<file path="config.mk">
export PLATFORM = sky130hd
export DESIGN_NAME = nn_layer_seq
export DESIGN_NICKNAME = d
export VERILOG_FILES = /design/src/rtl/nn_layer_seq.sv
export SDC_FILE = /design/constraint.sdc
export NUM_CORES = 1
export LEC_CHECK = 0
export ABC_CLOCK_PERIOD_IN_PS = 8250
export CORE_MARGIN = 4
export CORE_UTILIZATION = 59
export DETAILED_ROUTE_END_ITERATION = 8
export DONT_BUFFER_PORTS = 1
export MAX_ROUTING_LAYER = met4
export PLACE_DENSITY = 0.76
export RECOVER_POWER = 25
export SYNTH_ARGS = -nofsm -noshare
export SYNTH_HDL_FRONTEND = slang
export SYNTH_SLANG_ARGS = --single-unit
</file>
<file path="constraint.sdc">
create_clock -name Clock -period 8.25 [get_ports Clock]
set_input_delay 1.2375 -clock Clock [delete_from_list [all_inputs] [get_ports Clock]]
set_output_delay 1.2375 -clock Clock [all_outputs]
set_load 0.01 [all_outputs]
</file>
<file path="src/rtl/nn_layer_seq.sv">
// Time-multiplexed fully-connected layer: one signed MAC walks every neuron's weights
// and bias in the external weight RAM, then rescales, saturates and optionally applies ReLU.
module nn_layer_seq #(
    parameter int unsigned N_IN   = 10,
    parameter int unsigned N_NEU  = 5,
    parameter int unsigned DW     = 10,
    parameter int unsigned WW     = 10,
    parameter int unsigned FRAC   = 4,
    parameter int unsigned ACT    = 1,
    parameter int unsigned AWID   = 7,
    parameter int unsigned W_BASE = 0
) (
    input  logic                  Clock,
    input  logic                  Rst,
    input  logic                  i_start,
    input  logic [N_IN*DW-1:0]    i_in_vec,
    output logic [AWID-1:0]       o_w_addr,
    output logic                  o_w_rd_en,
    input  logic [WW-1:0]         i_w_data,
    output logic                  o_busy,
    output logic                  o_done,
    output logic                  o_out_valid,
    output logic [N_NEU*DW-1:0]   o_out_vec
);

    localparam int unsigned AW = DW + WW + $clog2(N_IN + 1) + 1;
    localparam int unsigned PW = DW + WW;
    localparam int unsigned IW = $clog2(N_IN + 1);
    localparam int unsigned NW = (N_NEU > 1) ? $clog2(N_NEU) : 1;
    localparam logic [IW-1:0] IDX_LAST = IW'(N_IN);
    localparam logic [NW-1:0] N_LAST   = NW'(N_NEU - 1);
    localparam logic signed [AW-1:0] SAT_MAX = AW'((longint'(1) <<< (DW - 1)) - longint'(1));
    localparam logic signed [AW-1:0] SAT_MIN = ~SAT_MAX;

    typedef enum logic [2:0] {StIdle, StRun, StDrain, StWrite, StDone} state_t;

    state_t                 r_state, w_state_next;
    // One spare slot so the bias fetch index (N_IN) stays in range; it is never loaded.
    logic signed [DW-1:0]   r_x [N_IN+1];
    logic [IW-1:0]          r_idx;
    logic [NW-1:0]          r_n;
    logic signed [AW-1:0]   r_acc;
    logic                   r_rd_vld;
    logic [IW-1:0]          r_rd_idx;
    logic signed [DW-1:0]   r_out [N_NEU];
    logic                   r_out_valid;

    logic signed [PW-1:0]   w_x_ext, w_w_ext, w_prod;
    logic signed [AW-1:0]   w_bias, w_term, w_shift;
    logic signed [DW-1:0]   w_sat;
    logic [AWID-1:0]        w_addr;

    // Product of the input addressed by the returning fetch and its weight, or the aligned bias.
    assign w_x_ext = PW'(r_x[r_rd_idx]);
    assign w_w_ext = PW'($signed(i_w_data));
    assign w_prod  = w_x_ext * w_w_ext;
    assign w_bias  = AW'($signed(i_w_data)) <<< FRAC;
    assign w_term  = (r_rd_idx == IDX_LAST) ? w_bias : AW'(w_prod);
    assign w_shift = r_acc >>> FRAC;
    assign w_addr  = AWID'(32'(W_BASE) + 32'(r_n) * 32'(N_IN + 1) + 32'(r_idx));

    // Rescaled result: saturate to the data range, then the optional ReLU.
    always_comb begin
        w_sat = w_shift[DW-1:0];
        if (w_shift > SAT_MAX) begin
            w_sat = SAT_MAX[DW-1:0];
        end else if (w_shift < SAT_MIN) begin
            w_sat = SAT_MIN[DW-1:0];
        end
        if (ACT == 1 && w_sat[DW-1]) begin
            w_sat = '0;
        end
    end

    // State register.
    always_ff @(posedge Clock or negedge Rst) begin
        if (!Rst) begin
            r_state <= StIdle;
        end else begin
            r_state <= w_state_next;
        end
    end

    // Next-state logic and state-decoded outputs.
    always_comb begin
        w_state_next = r_state;
        o_w_rd_en    = 1'b0;
        o_w_addr     = '0;
        o_busy       = 1'b1;
        o_done       = 1'b0;
        case (r_state)
            StIdle: begin
                o_busy = 1'b0;
                if (i_start) begin
                    w_state_next = StRun;
                end
            end
            StRun: begin
                o_w_rd_en = 1'b1;
                o_w_addr  = w_addr;
                if (r_idx == IDX_LAST) begin
                    w_state_next = StDrain;
                end
            end
            StDrain: w_state_next = StWrite;
            StWrite: w_state_next = (r_n == N_LAST) ? StDone : StRun;
            StDone: begin
                o_done       = 1'b1;
                w_state_next = StIdle;
            end
            default: w_state_next = StIdle;
        endcase
    end

    // Datapath: input latch, fetch counters, accumulator and result bank.
    always_ff @(posedge Clock or negedge Rst) begin
        if (!Rst) begin
            for (int i = 0; i <= N_IN; i++) begin
                r_x[i] <= '0;
            end
            for (int n = 0; n < N_NEU; n++) begin
                r_out[n] <= '0;
            end
            r_idx       <= '0;
            r_n         <= '0;
            r_acc       <= '0;
            r_rd_vld    <= 1'b0;
            r_rd_idx    <= '0;
            r_out_valid <= 1'b0;
        end else begin
            // RAM data returns one cycle after the read, so the fetch index is delayed with it.
            r_rd_vld <= (r_state == StRun);
            r_rd_idx <= r_idx;
            if (r_rd_vld) begin
                r_acc <= r_acc + w_term;
            end
            case (r_state)
                StIdle: begin
                    if (i_start) begin
                        for (int i = 0; i < N_IN; i++) begin
                            r_x[i] <= i_in_vec[i*DW +: DW];
                        end
                        r_n         <= '0;
                        r_idx       <= '0;
                        r_acc       <= '0;
                        r_out_valid <= 1'b0;
                    end
                end
                StRun: begin
                    if (r_idx != IDX_LAST) begin
                        r_idx <= r_idx + 1'b1;
                    end
                end
                StWrite: begin
                    r_out[r_n] <= w_sat;
                    r_acc      <= '0;
                    r_idx      <= '0;
                    if (r_n != N_LAST) begin
                        r_n <= r_n + 1'b1;
                    end else begin
                        r_out_valid <= 1'b1;
                    end
                end
                default: ;
            endcase
        end
    end

    // Flatten the result bank onto the output vector.
    always_comb begin
        o_out_vec = '0;
        for (int n = 0; n < N_NEU; n++) begin
            o_out_vec[n*DW +: DW] = r_out[n];
        end
    end

    assign o_out_valid = r_out_valid;

endmodule
</file>
---- Word level (Yosys, flattened, before mapping) ----
Cells that the tools add are included.
storage, ports and cells
  flip-flop bits (word level) ............. 191
  latch bits .............................. 0
  RAM bits ................................ 0
  ROM bits ................................ 0
  memories ................................ 0
cells by class
  $add $sub $neg .......................... 4
  $mul .................................... 2
  div/mod/pow operators ................... 0
  magnitude comparators ................... 5
  equal/unequal tests ..................... 14
  shift-type cells ........................ 0
  multiplexer cells ....................... 30
  bitwise operators ....................... 2
  reductions and logical operators ........ 9
operator list
  kind                                                              count
  2-to-1 mux 25 bit                                                 3
  bitwise mux 50 bit                                                1
  2-to-1 mux 10 bit                                                 5
  one-hot mux 25 bit (2 select lines)                               1
  binary-select mux 10 bit (select 4 bit)                           1
  demux 10 bit (select 3 bit)                                       1
  adder 25 bit                                                      1
  greater-than comparator 21 x 10 -> 1 bit (second input constant)  1
  < comparator 21 x 10 -> 1 bit (second input constant)             1
  multiplier 10 x 10 -> 20 bit                                      1
  2-to-1 mux 3 bit                                                  5
  one-hot mux 3 bit (4 select lines)                                1
  one-hot mux 4 bit (3 select lines)                                1
  2-to-1 mux 9 bit                                                  1
  AND reduction 3 bit                                               3
  == test 4 bit (second input constant)                             2
  2-to-1 mux 4 bit                                                  2
  inequality test 2 bit (second input constant)                     4
  adder 7 x 4 -> 7 bit                                              1
  multiplier 3 x 4 -> 7 bit (second input constant)                 1
  2-to-1 mux 7 bit                                                  1
  == test 3 x 2 -> 1 bit (second input constant)                    2
  == test 3 bit (second input constant)                             2
  one-hot mux 3 bit (2 select lines)                                1
  18 further kinds                                                  23

---- Longest topological paths before layout ----
  depth after elaboration ................. 10
  mapped depth ............................ 35
  depth with buffers taken out ............ 33

---- Worst setup path before layout ----
Ideal clock, no wire load.
  kind .................................... register -> register
  from .................................... register r_rd_idx[0]
  to ...................................... register r_acc[24]
  library setup time ...................... 0.079 ns
  arrival time ............................ 8.147 ns
  required time ........................... 8.171 ns
  setup slack ............................. 0.024 ns
  cell stages (with the launch flop) ...... 36
  path buffers ............................ 3
  period minus slack after synthesis ...... 8.226 ns
  cells stage by stage .................... dfrtp_1 buf_2 buf_2 buf_2 mux2i_1 o22ai_1 nand2_1 fa_1 inv_1 fa_1 inv_1 fa_1 inv_1 fa_1 inv_1 fa_1 inv_1 ha_1 a21oi_1 o21ai_2 a2111oi_4 nor3_2 or3_1 a21oi_2 xor2_1 o21ai_1 ha_1 and3_2 nand2_1 nor2_1 or3b_4 a21oi_4 a31oi_2 o21ai_2 mux2i_1 mux2i_1
on the way
  longest elaborated chain between the ends .. 10
ends and longest elaborated chain
  element                                                RTL line  text
  from (decl)                                            44        logic [IW-1:0] r_rd_idx;
  from (signal assigned)                                 133       r_rd_idx <= r_idx;
  inverter 4 -> 5 bit (implied by the code)              54        assign w_x_ext = PW'(r_x[r_rd_idx]);
  binary-select mux 10 bit (select 4 bit)                54
  2-to-1 mux 10 bit (implied by the code) (2 in series)  54
  multiplier 10 x 10 -> 20 bit                           56        assign w_prod = w_x_ext * w_w_ext;
  2-to-1 mux 25 bit (*)                                  58        assign w_term = (r_rd_idx == IDX_LAST) ? w_bias : AW'(w_prod);
  adder 25 bit (*)                                       135       r_acc <= r_acc + w_term;
  2-to-1 mux 25 bit (*)                                  134       if (r_rd_vld) begin
  2-to-1 mux 25 bit                                      139       if (i_start) begin
  one-hot mux 25 bit (2 select lines) (*)                137       case (r_state)
  to (signal assigned)                                   135
  to (decl)                                              42        logic signed [AW-1:0] r_acc;
Mark *: on every way between the ends. The rest lies on a longest branch, timed or not. The select of a mux whose other input is x is not followed.
A chain may end at the register's enable or synchronous reset.

---- Worst setup path after layout ----
Ends and elaborated chain as after synthesis.

==> out/metrics.cfg <==
[outcome]
status=completed

[layout]
final_nets=1686
drive_gt1_share_pct=23.98
fin_util_pct=68.74
areaGrowthSynthToFinish_pct=14.28

[job]
max_cap_viol_count=0

[grt]
use_met3_pct=5.806
grt_pass1_wl_microns=52760
gr-usage-met1_pct=33.85
track_usage_pct=26.32
grt_use_met2_pct=42.25
grt_pass1_vias=10222
antenna_found_initial=3
grt_max_degree=187
busiest_layer=met2
grt_overflow=0

[sta]
final_hold_viol_count=0
period_share_pct=97.98
fin_tns_setup_ns=0
setup_viol=0
timing.final.max_slew_violations=0
fmax_mhz=123.7
skew_ns=0.01684
fin_crit_ns=8.083
worst_slew_pin_slew_ns=1.094
max_slew_margin_pct=27.09

[floorplanning]
core_region_area_sq_um=22710
die_w_microns=160.2
die_area_sq_um=25650
die_h_microns=160.2
fp-row-count=55
start_util_pct=60.15
ioPinCount=174

[clocking]
htreeDepth=4
cts_made_buffers=17
cts_root_buf=clkbuf_16
cts_buffer_depth=2
cts_num_sinks=186
holdBufCountCts=0
clk_latency_ns=0.45
cts_tree=done
clkSlewWorstSetupHoldPaths_ns=0.08

[routing]
drc=0
routed-via-count=10017
viasPerCell=5.931
first_pass_iters=5
drtAntennaViolNets=0
wirelength_microns=34650
drt_iter0_markers=780
routedWlPerCell_microns=20.52

[synth]
synth_top_area_cell=dfrtp_1
synth_warnings=10
ys_types=67
ys_async_sr_fraction_pct=100.0
syn_avg_cell_area_sq_um=10.32
ys_seq_area_share_pct=34.08
synth_area_leaders=dfrtp_1, fa_1, ha_1
ys.flop_type=dfrtp_1
synthCells=1323
netlist_area_sq_um=13660
synth_edf_count=0
yosysTopAreaCellShare_pct=34.08
ys_seq_elements=186

[placed_design]
io_buffers=0
globalplace.congestion=0.8961
place.detailed.hpwl_microns=24260

[worst_setup_path]
critPathRequiredTime_ns=8.63
crit_fanout=6
cpPeakStageDelay_ns=0.58
cp_common_cell=fa_1
criticalPathCategory=reg2reg
worst_path_max_delay_cell=fa_1
end_kind=flip-flop
start_kind=flip-flop
cp.arrival_ns=8.46

[min_path]
min_path_type=reg2reg

[sequential cells by signal, indices dropped and copies added (netlist names), 3 cells and up]
register / cells
o_out_vec: 45
r_acc: 25
r_idx: 4
r_n: 3
r_rd_idx: 4
r_state: 3
r_x: 100
[logic make-up after synthesis]
group	after synthesis	synth area share, %
buffers and inverters	220	6.339
multiplexers	158	14.33
AO/OA/AOI/OAI	195	8.702
XOR/XNOR	42	2.794
adder cells (fa/ha/maj)	185	22.17
other	1	0.02745
AND/OR/NAND/NOR	336	11.57
flip-flops	186	34.08
[routing by layer]
metal  up-vias  part of all wire (%)
li1       4541                     -
met1      5036                    40
met2       360                    51
met3        80                   6.3
met4         0                   3.0
met5         -                     0
[through the flow]
step / instance area [sq um] / instances / hold slack, ns / setup slack, ns
after floorplan: 13670 / 1327 / 0.3735 / 0.02393
after global placement: 14380 / 1633 / 0.4000 / -0.06553
after detailed placement: 14380 / 1633 / 0.4065 / -0.2794
after CTS: 15100 / 1667 / 0.4294 / 0.01536
after global routing: 15610 / 1689 / 0.4551 / -0.1942
final: 15610 / 1689 / 0.4318 / 0.1670
[final timing paths]
path                                             from               endpoint  slack [ns]  cells after the start
worst max-delay path            r_rd_idx[0]$_DFF_PN0_    r_acc[24]$_DFF_PN0_        0.17                     33
worst min-delay path             r_idx[3]$_DFFE_PN0P_  r_rd_idx[3]$_DFF_PN0_        0.43                      0
worst max register to register  r_rd_idx[0]$_DFF_PN0_    r_acc[24]$_DFF_PN0_        0.17                     33
worst min register to register   r_idx[3]$_DFFE_PN0P_  r_rd_idx[3]$_DFF_PN0_        0.43                      0
max in group asynchronous                         Rst     r_acc[4]$_DFF_PN0_        7.39                      0
min in group asynchronous                         Rst    r_x[30]$_DFFE_PN0P_        0.48                      0
[worst max-delay path: cells and delay by family, from the launching register on]
family	cells	cell delay (ns)
fa+ha+maj	7	3.39
compound gates	8	1.19
mux	4	1.13
buf+inv	8	0.89
simple gates	5	0.86
flops	1	0.41
xor+xnor	1	0.13
[Yosys cell counts, types with 12 or more instances]
master	number
xnor2_1	24
mux4_2	20
mux2i_1	38
nand2_1	145
nor3_1	19
xor2_1	17
o22ai_1	12
clkbuf_1	31
ha_1	90
nor2_1	66
nand3_1	20
mux2_2	100
inv_1	167
and2_1	44
dfrtp_1	186
o21ai_0	69
a21oi_1	55
fa_1	95
[cell usage in the layout, fill, tap and decap left out, types with 5 or more instances in the layout]
cell,Yosys,layout
a21o_1,11,11
a21oi_1,55,53
a31oi_1,6,6
and2_1,44,44
buf_4,5,85
buf_6,1,7
clkbuf_16,0,18
clkinv_8,0,5
conb_1,1,5
dfrtp_1,186,184
fa_1,95,89
fa_2,0,6
ha_1,90,81
ha_4,0,7
inv_1,167,157
inv_12,0,6
inv_2,0,10
mux2_2,100,100
mux2i_1,38,30
mux2i_4,0,6
mux4_2,20,20
nand2_1,145,134
nand2_2,0,11
nand3_1,20,20
nor2_1,66,63
nor3_1,19,19
o21a_1,5,5
o21ai_0,69,66
o21bai_1,5,5
o22ai_2,0,7
or3_1,7,6
xnor2_1,24,24
xor2_1,17,17
[layout make-up]
type	count	area (sq um)
tap	285	356.6
antenna	3	7.507
inverter	167	626.9
timing repair buffer	95	782.0
sequential	186	4657
clock inverter	15	215.2
multi-input combinational	921	8539
clock buffer	17	425.4
fill	1567	7099
[timing repair]
action                                  4_1_cts  5_1_grt
cloned                                        0        1
gates resized for setup                      12       77
endpoints found under the setup margin        5        7
buffers inserted                              2       19
pin swaps                                     2       60
Power is not shown: default switching activity piles up to over one toggle a cycle in this logic, so the estimate is an artifact.
